**src/rtl/nibble_serial_adder.sv**
```systemverilog
// nibble_serial_adder: W-bit add, one nibble per clock through a single fadd_4, valid/ready on both sides.
// Define NSA_OVERFLOW_EN to add the registered signed-overflow output.
module fadd_4 (
  input  logic [3:0] a,
  input  logic [3:0] b,
  input  logic       cin,
  output logic [3:0] sum,
  output logic       cout
);
  assign {cout, sum} = {1'b0, a} + {1'b0, b} + {4'b0, cin};
endmodule

module nibble_serial_adder #(
  parameter int NIBBLES = 4
) (
  input  logic                 clk,
  input  logic                 rst_n,
  input  logic                 in_valid,
  output logic                 in_ready,
  input  logic [4*NIBBLES-1:0] a,
  input  logic [4*NIBBLES-1:0] b,
  input  logic                 cin,
  output logic                 out_valid,
  input  logic                 out_ready,
  output logic [4*NIBBLES-1:0] sum,
  output logic                 cout
`ifdef NSA_OVERFLOW_EN
  , output logic               overflow
`endif
);
  localparam int W  = 4 * NIBBLES;
  localparam int IW = NIBBLES > 1 ? $clog2(NIBBLES) : 1;
  typedef enum logic [1:0] {IDLE, RUN, DONE} state_t;
  state_t        state;
  logic [W-1:0]  a_r, b_r, res;
  logic          carry;
  logic [IW-1:0] idx;
  logic [3:0]    fa, fb, fs;
  logic          fc, last, accept;
  assign fa        = a_r[4*idx +: 4];
  assign fb        = b_r[4*idx +: 4];
  assign last      = idx == IW'(NIBBLES - 1);
  assign accept    = state == IDLE && in_valid;
  assign in_ready  = state == IDLE;
  assign out_valid = state == DONE;
  assign sum       = res;
  assign cout      = carry;
  fadd_4 u_fadd (.a(fa), .b(fb), .cin(carry), .sum(fs), .cout(fc));
  always_ff @(posedge clk or negedge rst_n)
    if (!rst_n) begin
      state <= IDLE;
      a_r   <= '0;
      b_r   <= '0;
      res   <= '0;
      carry <= 1'b0;
      idx   <= '0;
    end else begin
      case (state)
        IDLE: if (in_valid) begin
          state <= RUN;
          a_r   <= a;
          b_r   <= b;
          carry <= cin;
          idx   <= '0;
          res   <= '0;
        end
        RUN: begin
          res[4*idx +: 4] <= fs;
          carry           <= fc;
          state           <= last ? DONE : RUN;
          idx             <= last ? idx : idx + 1'b1;
        end
        DONE: if (out_ready) state <= IDLE;
        default: state <= IDLE;
      endcase
    end
`ifdef NSA_OVERFLOW_EN
  // top nibble's fresh sum bit decides the sign of the result
  always_ff @(posedge clk or negedge rst_n)
    if (!rst_n) overflow <= 1'b0;
    else if (accept) overflow <= 1'b0;
    else if (state == RUN && last) overflow <= (a_r[W-1] == b_r[W-1]) && (fs[3] != a_r[W-1]);
`endif
endmodule

```
**config.mk**
```make
export PLATFORM = sky130hd
export DESIGN_NAME = nibble_serial_adder
export DESIGN_NICKNAME = d
export VERILOG_FILES = /design/src/rtl/nibble_serial_adder.sv
export SDC_FILE = /design/constraint.sdc
export NUM_CORES = 1
export LEC_CHECK = 0
export ABC_CLOCK_PERIOD_IN_PS = 6900
export BUFFER_PORTS_ARGS = -buffer_cell sky130_fd_sc_hd__buf_2
export CAP_MARGIN = 15
export CORE_MARGIN = 1.5
export CORE_UTILIZATION = 28
export DETAILED_ROUTE_END_ITERATION = 7
export MAX_ROUTING_LAYER = met4
export PLACE_DENSITY = 0.49
export SYNTH_ARGS = -nofsm -noshare
export SYNTH_HDL_FRONTEND = slang
export SYNTH_SLANG_ARGS = --single-unit
```
**constraint.sdc**
```tcl
create_clock -name clk -period 6.9 [get_ports clk]
set_input_delay 0.69 -clock clk [delete_from_list [all_inputs] [get_ports clk]]
set_output_delay 0.69 -clock clk [all_outputs]
set_load 0.1 [all_outputs]
```
; ---- After elaboration in Yosys (flattened, before gate mapping)
; Index checks and enable logic that the tools add are counted.
[classes]
addsub = 4
n_eq_ne = 6
n_shift = 4
n_mux = 12
n_reduce_logical = 6
[ops]
columns = cell, n
row1 = negation 4 -> 34 bit, 1
row2 = variable shift 4 x 34 -> 16 bit (first input constant), 1
row3 = variable part select 4 x 34 -> 16 bit, 1
row4 = case mux 16 bit (2 select lines), 1
row5 = variable part select 16 x 5 -> 4 bit, 2
row6 = bitwise mux 16 bit, 1
row7 = two-way mux 16 bit, 1
row8 = two-way mux 2 bit, 5
row9 = case mux 2 bit (3 select lines), 1
row10 = AND reduction 2 bit, 3
row11 = adder 4 x 4 -> 5 bit, 1
row12 = adder 5 x 1 -> 5 bit, 1
row13 = == test 2 bit (second input constant), 2
row14 = != test 2 bit (second input constant), 2
row15 = case mux 2 bit (2 select lines), 1
row16 = AND reduction 3 bit, 1
row17 = adder 2 x 1 -> 2 bit (second input constant), 1
row18 = == test 2 x 1 -> 1 bit (second input constant), 1
row19 = logical NOT 2 bit, 1
row20 = != test 2 x 1 -> 1 bit (second input constant), 1
row21 = case mux 1 bit (2 select lines), 1
row22 = nonzero test 2 bit, 1
row23 = two-way mux 1 bit, 1
[totals]
register_bits = 53
output_inout_bits = 19
wordCells = 38

; ---- Longest topological paths before layout
[logic_depth]
ltp_word = 6
depth_mapped = 7
ltp_nobuf = 6

; ---- Modules after synthesis
; A second synthesis with hierarchy kept.
[hier_totals]
hier_cells = 174
hier_area_um2 = 2528.7
[modules_own_cells]
columns = module, instances, cells_per_inst, area_each_um2, seq_area_each_um2
row1 = nibble_serial_adder, 1, 158, 2384.8, 1326.3
row2 = fadd_4, 1, 16, 143.9, 0.0

; ---- Least setup slack after synthesis
; OpenSTA, ideal clock, no wires.
[synth_path]
path_type = register -> register
start = reg idx[0]
end = reg carry (netlist: cout)
t_arrival_ps = 2586
required_time_ps = 6776
path_slack_ps = 4190
stages_incl_launch_ff = 8
path_buffers = 1
period_less_slack_ps = 2710
path_cell_list = dfrtp_1 > buf_4 > mux4_2 > fa_1 > fa_1 > a21o_1 > a211o_1 > o221a_2
[synth_between]
elab_chain_cells = 4
word_cells_on_any_way = 5
[synth_rtl]
columns = element, line_no
row1 = start: declaration, 37  ; logic [IW-1:0] idx;
row2 = start signal: assignment, 71  ; idx <= last ? idx : idx + 1'b1;
row3 = variable part select 16 x 5 -> 4 bit (on tied branches), "40, 41"
row4 = adder 4 x 4 -> 5 bit (*), 10  ; assign {cout, sum} = {1'b0, a} + {1'b0, b} + {4'b0, cin};
row5 = adder 5 x 1 -> 5 bit (*), 10
row6 = case mux 1 bit (2 select lines) (*), 58  ; case (state)
row7 = end signal: assignment, 63  ; carry <= cin;
row8 = end: declaration, 36  ; logic carry;
; Mark *: on every way between the ends. The rest lies on a longest branch, timed or not.
; A chain may end at the register's enable or synchronous reset.

; ---- Worst setup path in the final report
; Ends and elaborated chain as after synthesis.

==> impl_metrics.env <==
export IMPL_yosysUniqueCellTypes=30
export IMPL_detailroute_wirelength_met2_mm=2.64
export IMPL_synth_top_cell_area_share_pct=53.1
export IMPL_synth_seq_cells=53
export IMPL_clock_tree_htree_level_count=2
export IMPL_grt_antenna_before_repair=0
export IMPL_cts_sink_count=53
export IMPL_clock_fmax_ghz=0.325
export IMPL_hold_viol=0
export IMPL_ctsResizeCount=0
export IMPL_cp_end_kind="flip-flop"
export IMPL_chipWidth_um=97.4
export IMPL_fin_nets=274
export IMPL_postCtsSetupRepairBufs=0
export IMPL_yosys_area_top_type="dfrtp_1"
export IMPL_most_common_cell_after_layout_fill_and_taps_aside="buf_2"
export IMPL_clock_tree_root_cell="clkbuf_8"
export IMPL_gpl_final_weighted_congestion=0.748
export IMPL_yosysWarnings=0
export IMPL_drc=0
export IMPL_fp_coreArea_um2=8680
export IMPL_globalRoute_totalOverflow=0
export IMPL_period_minus_slack_ps=3070
export IMPL_route_vias_total=1610
export IMPL_worst_path_most_repeated_cell="fa_1"
export IMPL_min_period_over_period_pct=44.5
export IMPL_cpPeakStageDelay_ps=870
export IMPL_tightestPinTransition_ps=799
export IMPL_synth_yosys_seq_area_share_pct=53.1
export IMPL_setup_violations=0
export IMPL_stdcell_count=337
export IMPL_pin_count=56
export IMPL_cp_required_ps=7100
export IMPL_highest_signal_layer="met4"
export IMPL_route_detailed_vias_per_inst=4.78
export IMPL_post_detailed_route_count_of_antenna_violating_nets=0
export IMPL_area_delta_synth_final_pct=18.5
export IMPL_max_cap_viol_count=0
export IMPL_worst_setup_hold_path_clk_slew_ps=90
export IMPL_clock_skew_final_ps=7.75
export IMPL_met3WireLength_um=242
export IMPL_rows=34
export IMPL_place_port_buffers=55
export IMPL_avgRoutedWirePerCell_um=16.1
export IMPL_final_max_slew_violation_count=0
export IMPL_first_pass_grt_wire_length_mm=9.14
export IMPL_antennaDiodeCount=0
export IMPL_critical_path_arrival_ps=3270
export IMPL_layout_drive_gt1_share_pct=35.4
export IMPL_ctsLongestPathBuffers=2
export IMPL_crit_path_start_kind="flip-flop"
export IMPL_synth_top_cells_by_area="dfrtp_1 53%, mux2_1 14%, mux4_2 7.2%"
export IMPL_drt_met1_wl_mm=2.53
export IMPL_setup_repair_after_global_routing_missed_its_margin="false"
export IMPL_start_util_pct=28.8
export IMPL_via_count_of_the_first_global_routing_pass=1727
export IMPL_drt_wl_total_mm=5.43
export IMPL_detailed_place_hpwl_mm=3.90
export IMPL_final_cell_mix="55 x buf_2, 53 x dfrtp_1, 30 x mux2_1, 15 x a22o_1, 9 x nand2_1"
export IMPL_timing_slew_headroom_pct=46.7
export IMPL_synth_nets=218
export IMPL_cts_hold_repair_buffers=0
export IMPL_place_inst=329
export IMPL_slowest_stage="dfrtp_1"
export IMPL_clkLatencyLatePin_ps=300
export IMPL_dieArea_um2=9490
export IMPL_grt_start_max_net_pins=54
export IMPL_firstDrtPassIters=4
export IMPL_syn_instance_count=172
export IMPL_regToRegSetupSlack_ps=3830
export IMPL_track_usage_pct=12.7
export IMPL_tritoncts_num_buffers=5
export IMPL_tns_ps=0
export IMPL_die_height_um=97.4
export IMPL_crit_fanout=16
export IMPL_cells_along_the_critical_path="mux4_2, fa_1, fa_1, a21o_1, a211o_1, o221a_2"
export IMPL_synth_cell_area_um2=2500
export IMPL_syn_area_per_cell_um2=14.5
export IMPL_hold_class="reg2reg"
export IMPL_status="completed"
export IMPL_crit_type="reg2reg"
export IMPL_cts_tree="yes"
export IMPL_first_iter_violations=43
==> routing by layer <==
layer,up-vias,track usage (%)
li1,752,-
met1,806,17.5
met2,48,19.1
met3,4,2.66
met4,0,3.30
met5,-,-
==> cells by family after synthesis <==
kind of cell	synth area share, %
buffers and inverters	3.11
AO/OA/AOI/OAI	10.7
XOR/XNOR	0.351
multiplexers	21.6
adder cells (fa/ha/maj)	5.11
flip-flops	53.1
AND/OR/NAND/NOR	5.96
==> cells in the mapped netlist <==
library cell   n
a211o_1        1
a211oi_1       1
a21o_1         5
a21oi_1        2
a22o_1        15
a32o_1         4
and2_1         1
buf_2          2
buf_4          1
buf_6          3
clkbuf_1       2
dfrtp_1       53
fa_1           2
ha_1           7
inv_1          5
mux2_1        30
mux2_2         2
mux4_2         8
nand2_1        9
nand2b_1       2
nor2_1         6
nor4_2         3
nor4_4         1
o21ai_0        1
o21bai_1       1
o221a_2        1
o2bb2ai_1      1
or3_1          1
or3b_2         1
xor2_1         1
==> area by class of cell <==
class / count / area [um2]
repair buffers: 57 / 290
fillers: 900 / 5720
clock inverters: 2 / 13.8
multi-input cells: 106 / 1090
flip-flops and latches: 53 / 1330
well taps: 108 / 135
inverters: 5 / 18.8
clock buffers: 6 / 82.6
==> registers in the layout (all words and copies together) (netlist names) <==
register  count
a_r          16
b_r          16
cout          1
idx           2
state         2
sum          16
==> critical path, delay by kind of cell (launching register included) <==
| kind | cells | cell delay (ps) |
|---|---|---|
| adders and majority gates | 2 | 860 |
| AOI/OAI and AO/OA | 3 | 600 |
| muxes | 1 | 620 |
| DFF | 1 | 870 |
==> metrics by stage <==
stage	hold WS (ps)	area (um2)	worst slack [ps]	util, %
floorplan	394	2500	4190	-
global placement	462	2860	3850	33.0
detailed placement	469	2860	3790	33.0
CTS	492	2960	3760	34.1
global route	511	2960	3640	34.1
finish	486	2960	3830	34.1
==> worst paths after layout <==
path	cells after the start	startpoint	endpoint
worst max-delay path	6	idx[0]	cout
worst min-delay path	1	b_r[8]	b_r[8]
worst max register to register	6	idx[0]	cout
worst min register to register	1	b_r[8]	b_r[8]
max in group asynchronous	2	rst_n	b_r[15]
min in group asynchronous	2	rst_n	a_r[3]
Power is not shown: default switching activity piles up to over one toggle a cycle in this logic, so the estimate is an artifact.
